===== config.mk =====
export PLATFORM = sky130hd
export DESIGN_NAME = temp_avg_filter
export DESIGN_NICKNAME = d
export VERILOG_FILES = /design/src/rtl/temp_avg_filter.sv
export SDC_FILE = /design/constraint.sdc
export NUM_CORES = 1
export LEC_CHECK = 0
export ABC_AREA = 1
export CAP_MARGIN = 20
export CORE_MARGIN = 8
export CORE_UTILIZATION = 30
export DETAILED_ROUTE_END_ITERATION = 7
export PLACE_DENSITY = 0.49
export SYNTH_ARGS = -nofsm -noshare
export SYNTH_HDL_FRONTEND = slang
export SYNTH_SLANG_ARGS = --single-unit
export TNS_END_PERCENT = 20

===== constraint.sdc =====
create_clock -name clk -period 2.8 [get_ports clk]
set_input_delay 0.56 -clock clk [delete_from_list [all_inputs] [get_ports clk]]
set_output_delay 0.56 -clock clk [all_outputs]
set_load 0.02 [all_outputs]

===== src/rtl/temp_avg_filter.sv =====
// Boxcar moving-average conditioner for the I2C temperature sensor path.
// Accepts clean samples on the tmp_rdy rising edge and flags sticky errors and stale data.
module temp_avg_filter #(
    parameter int LOG2_DEPTH   = 3,
    parameter int STALE_CYCLES = 100_000_000
) (
    input  logic        clk,
    input  logic        rst,
    input  logic        tmp_rdy,
    input  logic        tmp_err,
    input  logic [12:0] temp_in,
    output logic [12:0] temp_out,
    output logic        valid,
    output logic        updated,
    output logic        err_sticky,
    output logic        stale
);

    localparam int DEPTH = 1 << LOG2_DEPTH;
    localparam int SW    = 13 + LOG2_DEPTH;
    localparam int CW    = $clog2(STALE_CYCLES + 1);

    typedef enum logic {
        ST_EMPTY = 1'b0,
        ST_RUN   = 1'b1
    } state_t;

    state_t                  state_q, state_d;
    logic                    rdy_q;
    logic [LOG2_DEPTH-1:0]   ptr_q, ptr_d;
    logic signed [SW-1:0]    sum_q, sum_d;
    logic [12:0]             buf_q [DEPTH];
    logic                    pend_q;
    logic [CW-1:0]           cnt_q, cnt_d;
    logic [12:0]             temp_out_q;
    logic                    valid_q;
    logic                    updated_q;
    logic                    err_q;
    logic                    stale_q;

    logic                    edge_s;
    logic                    accept_s;
    logic                    discard_s;
    logic signed [SW-1:0]    new_ext_s;
    logic signed [SW-1:0]    old_ext_s;
    logic signed [SW-1:0]    avg_full_s;
    logic [12:0]             avg_s;

    // Edge detect, sign extension and next-state for the running sum, pointer and stale counter
    always_comb begin
        edge_s     = tmp_rdy & ~rdy_q;
        accept_s   = edge_s & ~tmp_err;
        discard_s  = edge_s & tmp_err;
        new_ext_s  = {{LOG2_DEPTH{temp_in[12]}}, temp_in};
        old_ext_s  = {{LOG2_DEPTH{buf_q[ptr_q][12]}}, buf_q[ptr_q]};
        avg_full_s = sum_q >>> LOG2_DEPTH;
        avg_s      = avg_full_s[12:0];
        sum_d      = sum_q;
        ptr_d      = ptr_q;
        state_d    = state_q;
        if (accept_s) begin
            case (state_q)
                ST_EMPTY: begin
                    // Prefill the whole window so the first output is the sample itself
                    sum_d   = new_ext_s <<< LOG2_DEPTH;
                    ptr_d   = LOG2_DEPTH'(1);
                    state_d = ST_RUN;
                end
                ST_RUN: begin
                    sum_d   = sum_q - old_ext_s + new_ext_s;
                    ptr_d   = ptr_q + LOG2_DEPTH'(1);
                    state_d = ST_RUN;
                end
                default: begin
                    sum_d   = sum_q;
                    ptr_d   = ptr_q;
                    state_d = ST_EMPTY;
                end
            endcase
        end else begin
            sum_d   = sum_q;
            ptr_d   = ptr_q;
            state_d = state_q;
        end
        if (accept_s) begin
            cnt_d = '0;
        end else if (cnt_q == CW'(STALE_CYCLES)) begin
            cnt_d = cnt_q;
        end else begin
            cnt_d = cnt_q + CW'(1);
        end
    end

    // Sample window storage; contents are don't-care after reset
    always_ff @(posedge clk) begin
        if (!rst && accept_s) begin
            if (state_q == ST_EMPTY) begin
                for (int i = 0; i < DEPTH; i++) begin
                    buf_q[i] <= temp_in;
                end
            end else begin
                buf_q[ptr_q] <= temp_in;
            end
        end
    end

    // Control state, sum, and registered outputs (average loads one clock after accept)
    always_ff @(posedge clk) begin
        if (rst) begin
            state_q    <= ST_EMPTY;
            rdy_q      <= 1'b0;
            ptr_q      <= '0;
            sum_q      <= '0;
            pend_q     <= 1'b0;
            cnt_q      <= '0;
            temp_out_q <= 13'd0;
            valid_q    <= 1'b0;
            updated_q  <= 1'b0;
            err_q      <= 1'b0;
            stale_q    <= 1'b0;
        end else begin
            state_q   <= state_d;
            rdy_q     <= tmp_rdy;
            ptr_q     <= ptr_d;
            sum_q     <= sum_d;
            pend_q    <= accept_s;
            cnt_q     <= cnt_d;
            updated_q <= pend_q;
            err_q     <= err_q | discard_s;
            stale_q   <= (cnt_q == CW'(STALE_CYCLES));
            if (pend_q) begin
                temp_out_q <= avg_s;
                valid_q    <= 1'b1;
            end else begin
                temp_out_q <= temp_out_q;
                valid_q    <= valid_q;
            end
        end
    end

    assign temp_out   = temp_out_q;
    assign valid      = valid_q;
    assign updated    = updated_q;
    assign err_sticky = err_q;
    assign stale      = stale_q;

endmodule

==> results of run 1 <==
## worst min-delay path, stage by stage, from the launching register on
cell and delay (ns):
dfxtp_1 0.32, nand2_1 0.06, nand2_1 0.04
## power groups by stage
| stage | clock (uW) | combinational (uW) | sequential [uW] |
|---|---|---|---|
| after CTS | 2520 | 1250 | 2800 |
| after detailed placement | 0 | 1030 | 2860 |
| final | 2480 | 1290 | 2800 |
| after global placement | 0 | 1030 | 2860 |
| after floorplan | 0 | 573 | 2860 |
| after global routing | 2620 | 1420 | 2810 |
## layer usage
| metal | vias to the layer above | global-route usage (%) | wire, um |
|---|---|---|---|
| met5 | - | 0 | 0 |
| met4 | 0 | 4.85 | 412 |
| met3 | 24 | 2.37 | 707 |
| met2 | 123 | 24.5 | 11200 |
| met1 | 3173 | 17.9 | 10700 |
| li1 | 3346 | - | - |
## worst paths after layout
kind	start	end	slack, ns	cells after the start
max reg2reg	flop	sum_q[14]	-0.08	19
min	sum_q[10]	sum_q[10]	0.46	2
min reg2reg	sum_q[10]	sum_q[10]	0.46	2
max	flop	sum_q[14]	-0.08	19
## placed cells by master, fill, tap and decap left out, types with 7 or more instances in the layout
cell	instances
ha_4	14
dfxtp_1	67
inv_1	122
nand3_1	31
inv_2	16
nand3_2	9
fa_1	14
o21ai_1	11
nand2_1	123
o21ai_0	77
clkdlybuf4s50_1	33
buf_12	19
nand2_2	18
edfxtp_1	104
nor2_1	133
buf_4	72
nand4_1	10
o22ai_1	17
clkbuf_16	17
buf_6	7
a21oi_1	59
## timing repair
item,CTS,global route
setup buffers,4,0
pin swaps,41,14
gates cloned,2,0
setup endpoints to repair,13,12
gates resized for setup,92,22
## logic make-up (layout without fill, tap and decap cells)
group	count (synthesis)	after routing	synth area share, %
AND/OR/NAND/NOR	355	355	18.3
AO/OA/AOI/OAI	193	193	12.4
flip-flops	173	173	54.3
buffers and inverters	170	306	7.79
adder cells (fa/ha/maj)	35	35	6.63
XOR/XNOR	6	6	0.633
## per-stage QoR
| step | setup TNS (ns) | instance area [sq um] | hold slack, ns | power (uW) |
|---|---|---|---|---|
| floorplan | -0.000509 | 8310 | 0.426 | 3440 |
| global placement | -3.68 | 9950 | 0.444 | 3880 |
| detailed placement | -4.22 | 9950 | 0.450 | 3880 |
| CTS | -0.487 | 11000 | 0.465 | 6570 |
| global route | -2.77 | 11100 | 0.486 | 6850 |
| finish | -0.421 | 11100 | 0.460 | 6560 |
## layout make-up
| class | instances | area, sq um | area share, % |
|---|---|---|---|
| Sequential cell | 173 | 4510 | 40.7 |
| Multi-Input combinational cell | 589 | 3550 | 32.0 |
| Timing Repair Buffer | 133 | 1390 | 12.5 |
| Inverter | 141 | 539 | 4.87 |
| Tap cell | 378 | 473 | 4.27 |
| Clock buffer | 17 | 425 | 3.84 |
| Clock inverter | 15 | 194 | 1.75 |
## sequential cells by signal, indices dropped and copies added, names as in the netlist, named ones only
| name | cells |
|---|---|
| buf_q | 104 |
| cnt_q | 27 |
| err_sticky | 1 |
| pend_q | 1 |
| ptr_q | 3 |
| rdy_q | 1 |
| stale | 1 |
| state_q | 1 |
| sum_q | 16 |
| temp_out | 13 |
| updated | 1 |
| valid | 1 |
==> flow_summary.ini, run 1 <==
[placed_design]
place_ws_ns = -0.453
port_buffers = 33
gp_congestion = 0.842
place_hpwl_um = 15500
dp_cells = 1411

[die]
core.rowCount = 61
die_h_um = 182
coreArea_sq_um = 27600
die-area_sq_um = 33300
die_w_um = 182
start_util_pct = 30.1
boundaryPins = 34

[hold_path]
hp-class = flop to flop

[logic_synthesis]
ys_top_cells_by_count = nand2_1 (142), inv_1 (135), nor2_1 (135)
ys_seq_area_share_pct = 54.3
postSynthRegisterBits = 173
syn_inst = 932
yosysMostFrequentCell = nand2_1
async_flop_share_pct = 0
syn_avg_cell_area_sq_um = 8.91
synth_warnings = 0
synth_top_area_share_pct = 37.6
synth-edff-count = 104
synth.area.top_cells = edfxtp_1 (38%), dfxtp_1 (17%), nand2_1 (6.4%)
syn_nets = 984
ys_types = 41
syn-cell-area_sq_um = 8300
synthFlopType = edfxtp_1
synth_largest_area_cell = edfxtp_1

[critical_path]
crit_buf_inv = 4
critPathMaxStageDelay_ns = 0.45
cp_max_fo = 11
path_delay_family = adder cells
worst_ep_arrival_time_ns = 3.22
end_kind = flop
crit_chain = inv_8, bufbuf_16, o21ai_1, o22ai_1, nor2_1, a31oi_2, fa_1, inv_1, ha_4, nand2_2, inv_2, nand2_1, nand2_1, a21oi_1, nand2_1, nand2_1, nand3_1, nand2_1, nand2_1
critPathSlowestCell = fa_1
cp_common_cell = nand2_1
start_kind = flop
crit_type = flop to flop
required_ns = 3.14

[power]
seqPwrFrac_pct = 42.7
p_leak_uw = 0.00438
switchingPower_uw = 1980
ir_drop_v = 0.000365
comb_power_share_pct = 19.6
clockPowerShare_pct = 37.8
swShare_pct = 30.1
p_per_area_nw_per_um2 = 592
internal_power_uw = 4590

[clocking]
ctsHtreeMaxLevel = 4
cts_tree = built
insertion_delay_ns = 0.45
clk_pin_slew_ns = 0.08
hold_buffers = 0
cts_buffers = 17
clock-sinks = 173
cts_root_buf = clkbuf_16
clock_path_buffers = 2

[drt]
vias = 6666
dr.first_iter.drc_count = 461
viasPerCell = 4.61
antenna_left = 0
drc = 0
wl_um = 23000
first_pass_iters = 5
wl_per_cell_um = 15.9

[global_route]
overflow = 0
grt_pass1_vias = 6839
grt_max_degree = 22
antenna_found_initial = 0
grt_pass1_wl_um = 36700
track_usage_pct = 14.3

[sta]
maxSlewHeadroom_pct = 58.8
post-route-min-period_ns = 2.88
rsz0062_at_grt = true
setup_viol = 11
finalHoldViolCount = 0
max_freq_mhz = 348
skew_ns = 0.0168
min_period_over_period_pct = 103
setup_ws_ns = -0.0767
slew_viol_final = 0
worst_slew_pin_slew_ns = 0.617

[final_layout]
fillCellCount = 2733
drive_above_1_share_pct = 21.4
nets = 1107
syn2layout_area_growth_pct = 33.5
antenna_cells = 0
instances_no_fill = 1446
utilization_pct = 40.2

[job]
max-cap-violations = 0

[outcome]
outcome = complete, but fails checks
violations = setup timing
Power figures use the tool's default switching activity.
==> inputs of run 2 (changes only) <==
PLACE_DENSITY = 0.47   (was 0.49)
clock period = 3.65 ns   (was 2.8 ns; I/O delays follow)
==> run 2 against run 1 <==
Effect of this change: the flow now finishes without violations; cell area fell by 11%; first-iteration DRC count fell by 23%; fmax fell by 11%; cell count fell by 4.8%; critical endpoint is now sum_q[12]; sequential share of layout area rose by 4.9 points; die area did not move; critical path depth fell by 4; combinational power fell by 49%; total power fell by 29%; critical path type unchanged; largest cell class unchanged.
==> flow_summary.ini, run 2 (synthesis gave the netlist of run 1 again) <==
[die]
core.rowCount = 61
boundaryPins = 34
die-area_sq_um = 33300
coreArea_sq_um = 27600
die_w_um = 182
die_h_um = 182
start_util_pct = 30.1

[sta]
post-route-min-period_ns = 3.23
tns_ns = 0
slew_viol_final = 0
maxSlewHeadroom_pct = 40.3
skew_ns = 0.0123
rsz0062_at_grt = false
max_freq_mhz = 309
worst_slew_pin_slew_ns = 0.895
finalHoldViolCount = 0
setup_viol = 0
min_period_over_period_pct = 88.6

[outcome]
outcome = finished, final reports clean

[final_layout]
utilization_pct = 35.8
final_common_cell = nand2_1
antenna_cells = 0
largest_register = buf_q
drive_above_1_share_pct = 8.51
syn2layout_area_growth_pct = 18.9
final_cell_mix = nand2_1 (142), inv_1 (135), nor2_1 (135)
nets = 1038
instances_no_fill = 1377
largest_reg_flops = 104
top_regs = buf_q x104, cnt_q x27, sum_q x16

[global_route]
track_usage_pct = 13.5
grt_max_degree = 29
overflow = 0
grt_pass1_wl_um = 34900
antenna_found_initial = 0
grt_pass1_vias = 6292

[power]
p_per_area_nw_per_um2 = 472
swShare_pct = 29.4
internal_power_uw = 3290
switchingPower_uw = 1370
clockPowerShare_pct = 39.7
seqPwrFrac_pct = 46.2
ir_drop_v = 0.000312
comb_power_share_pct = 14.1
p_leak_uw = 0.00387

[drt]
drc = 0
wl_um = 21600
antenna_left = 0
viasPerCell = 4.56
dr.first_iter.drc_count = 356
first_pass_iters = 5
wl_per_cell_um = 15.7
vias = 6277

[placed_design]
place_hpwl_um = 15100
port_buffers = 33
dp_cells = 1345
gp_congestion = 0.838

[critical_path]
crit_type = flop to flop
required_ns = 3.97
cp_max_fo = 22
path_delay_family = adder cells
start_kind = flop
end_kind = flop
critPathMaxStageDelay_ns = 0.53
worst_ep_arrival_time_ns = 3.55
crit_chain = buf_4, o21ai_0, o22ai_1, nor2_1, a31oi_1, fa_1, fa_1, inv_1, nand3_1, nand3_1, nand3_1, nand4_1, nand3_1, nand2_1, nand2_1
cp_common_cell = nand3_1
critPathSlowestCell = fa_1
crit_buf_inv = 2

[clocking]
clk_pin_slew_ns = 0.08
clock-sinks = 173
insertion_delay_ns = 0.43
cts_buffers = 17
cts_root_buf = clkbuf_16
ctsHtreeMaxLevel = 4
hold_buffers = 0
post_cts_resized = 0
cts_tree = built
post_cts_buffers = 0
clock_path_buffers = 2

[job]
max-cap-violations = 0

[hold_path]
hp-class = flop to flop
## run 2: cell types whose count changed in the layout (fill, tap and decap cells not counted), moves of 12 or more
cell	delta
nand2_1	+19
buf_4	-44
ha_1	+15
ha_4	-14
inv_1	+13
buf_12	-16
nand2_2	-15
o21ai_0	+12
## run 2: final timing paths
path / startpoint / to / slack [ns] / cells past startpoint
max: flop / sum_q[12] / 0.42 / 15
min: sum_q[10] / sum_q[10] / 0.46 / 2
max reg2reg: flop / sum_q[12] / 0.42 / 15
min reg2reg: sum_q[10] / sum_q[10] / 0.46 / 2
## run 2: power groups by stage
stage / clock network, uW / logic, uW / registers (uW)
after floorplan: 0 / 439 / 2200
after global placement: 0 / 660 / 2200
after detailed placement: 0 / 661 / 2200
after CTS: 1900 / 665 / 2150
after global routing: 1970 / 762 / 2160
final: 1850 / 657 / 2150
## run 2: layout make-up
type,instances,area (sq um)
clock inverters,15,180
flip-flops and latches,173,4510
multi-input cells,589,3160
well taps,378,473
repair buffers,64,601
inverters,141,529
clock buffers,17,425
fillers,2881,17700
## run 2: routing by layer
metal	wire length [um]	track usage (%)	share of wire, %	up-vias
li1	-	-	-	3199
met1	10100	16.7	47	2973
met2	10700	23.8	49	90
met3	599	2.59	2.8	15
met4	238	3.61	1.1	0
met5	0	0	0	-
## run 2: per-stage QoR
| stage | total power, uW | hold WS (ns) | setup slack (ns) | cell area, sq um |
|---|---|---|---|---|
| after floorplan | 2630 | 0.426 | 0.473 | 8300 |
| after global placement | 2860 | 0.442 | 0.221 | 9270 |
| after detailed placement | 2860 | 0.447 | 0.228 | 9270 |
| after CTS | 4720 | 0.462 | 0.348 | 9870 |
| after global routing | 4890 | 0.477 | 0.163 | 9870 |
| final | 4660 | 0.458 | 0.417 | 9870 |
## run 2: worst min-delay path, cell delays in order (launching register included)
cell and delay [ns]:
dfxtp_1 0.31, nand2_1 0.06, nand2_1 0.05
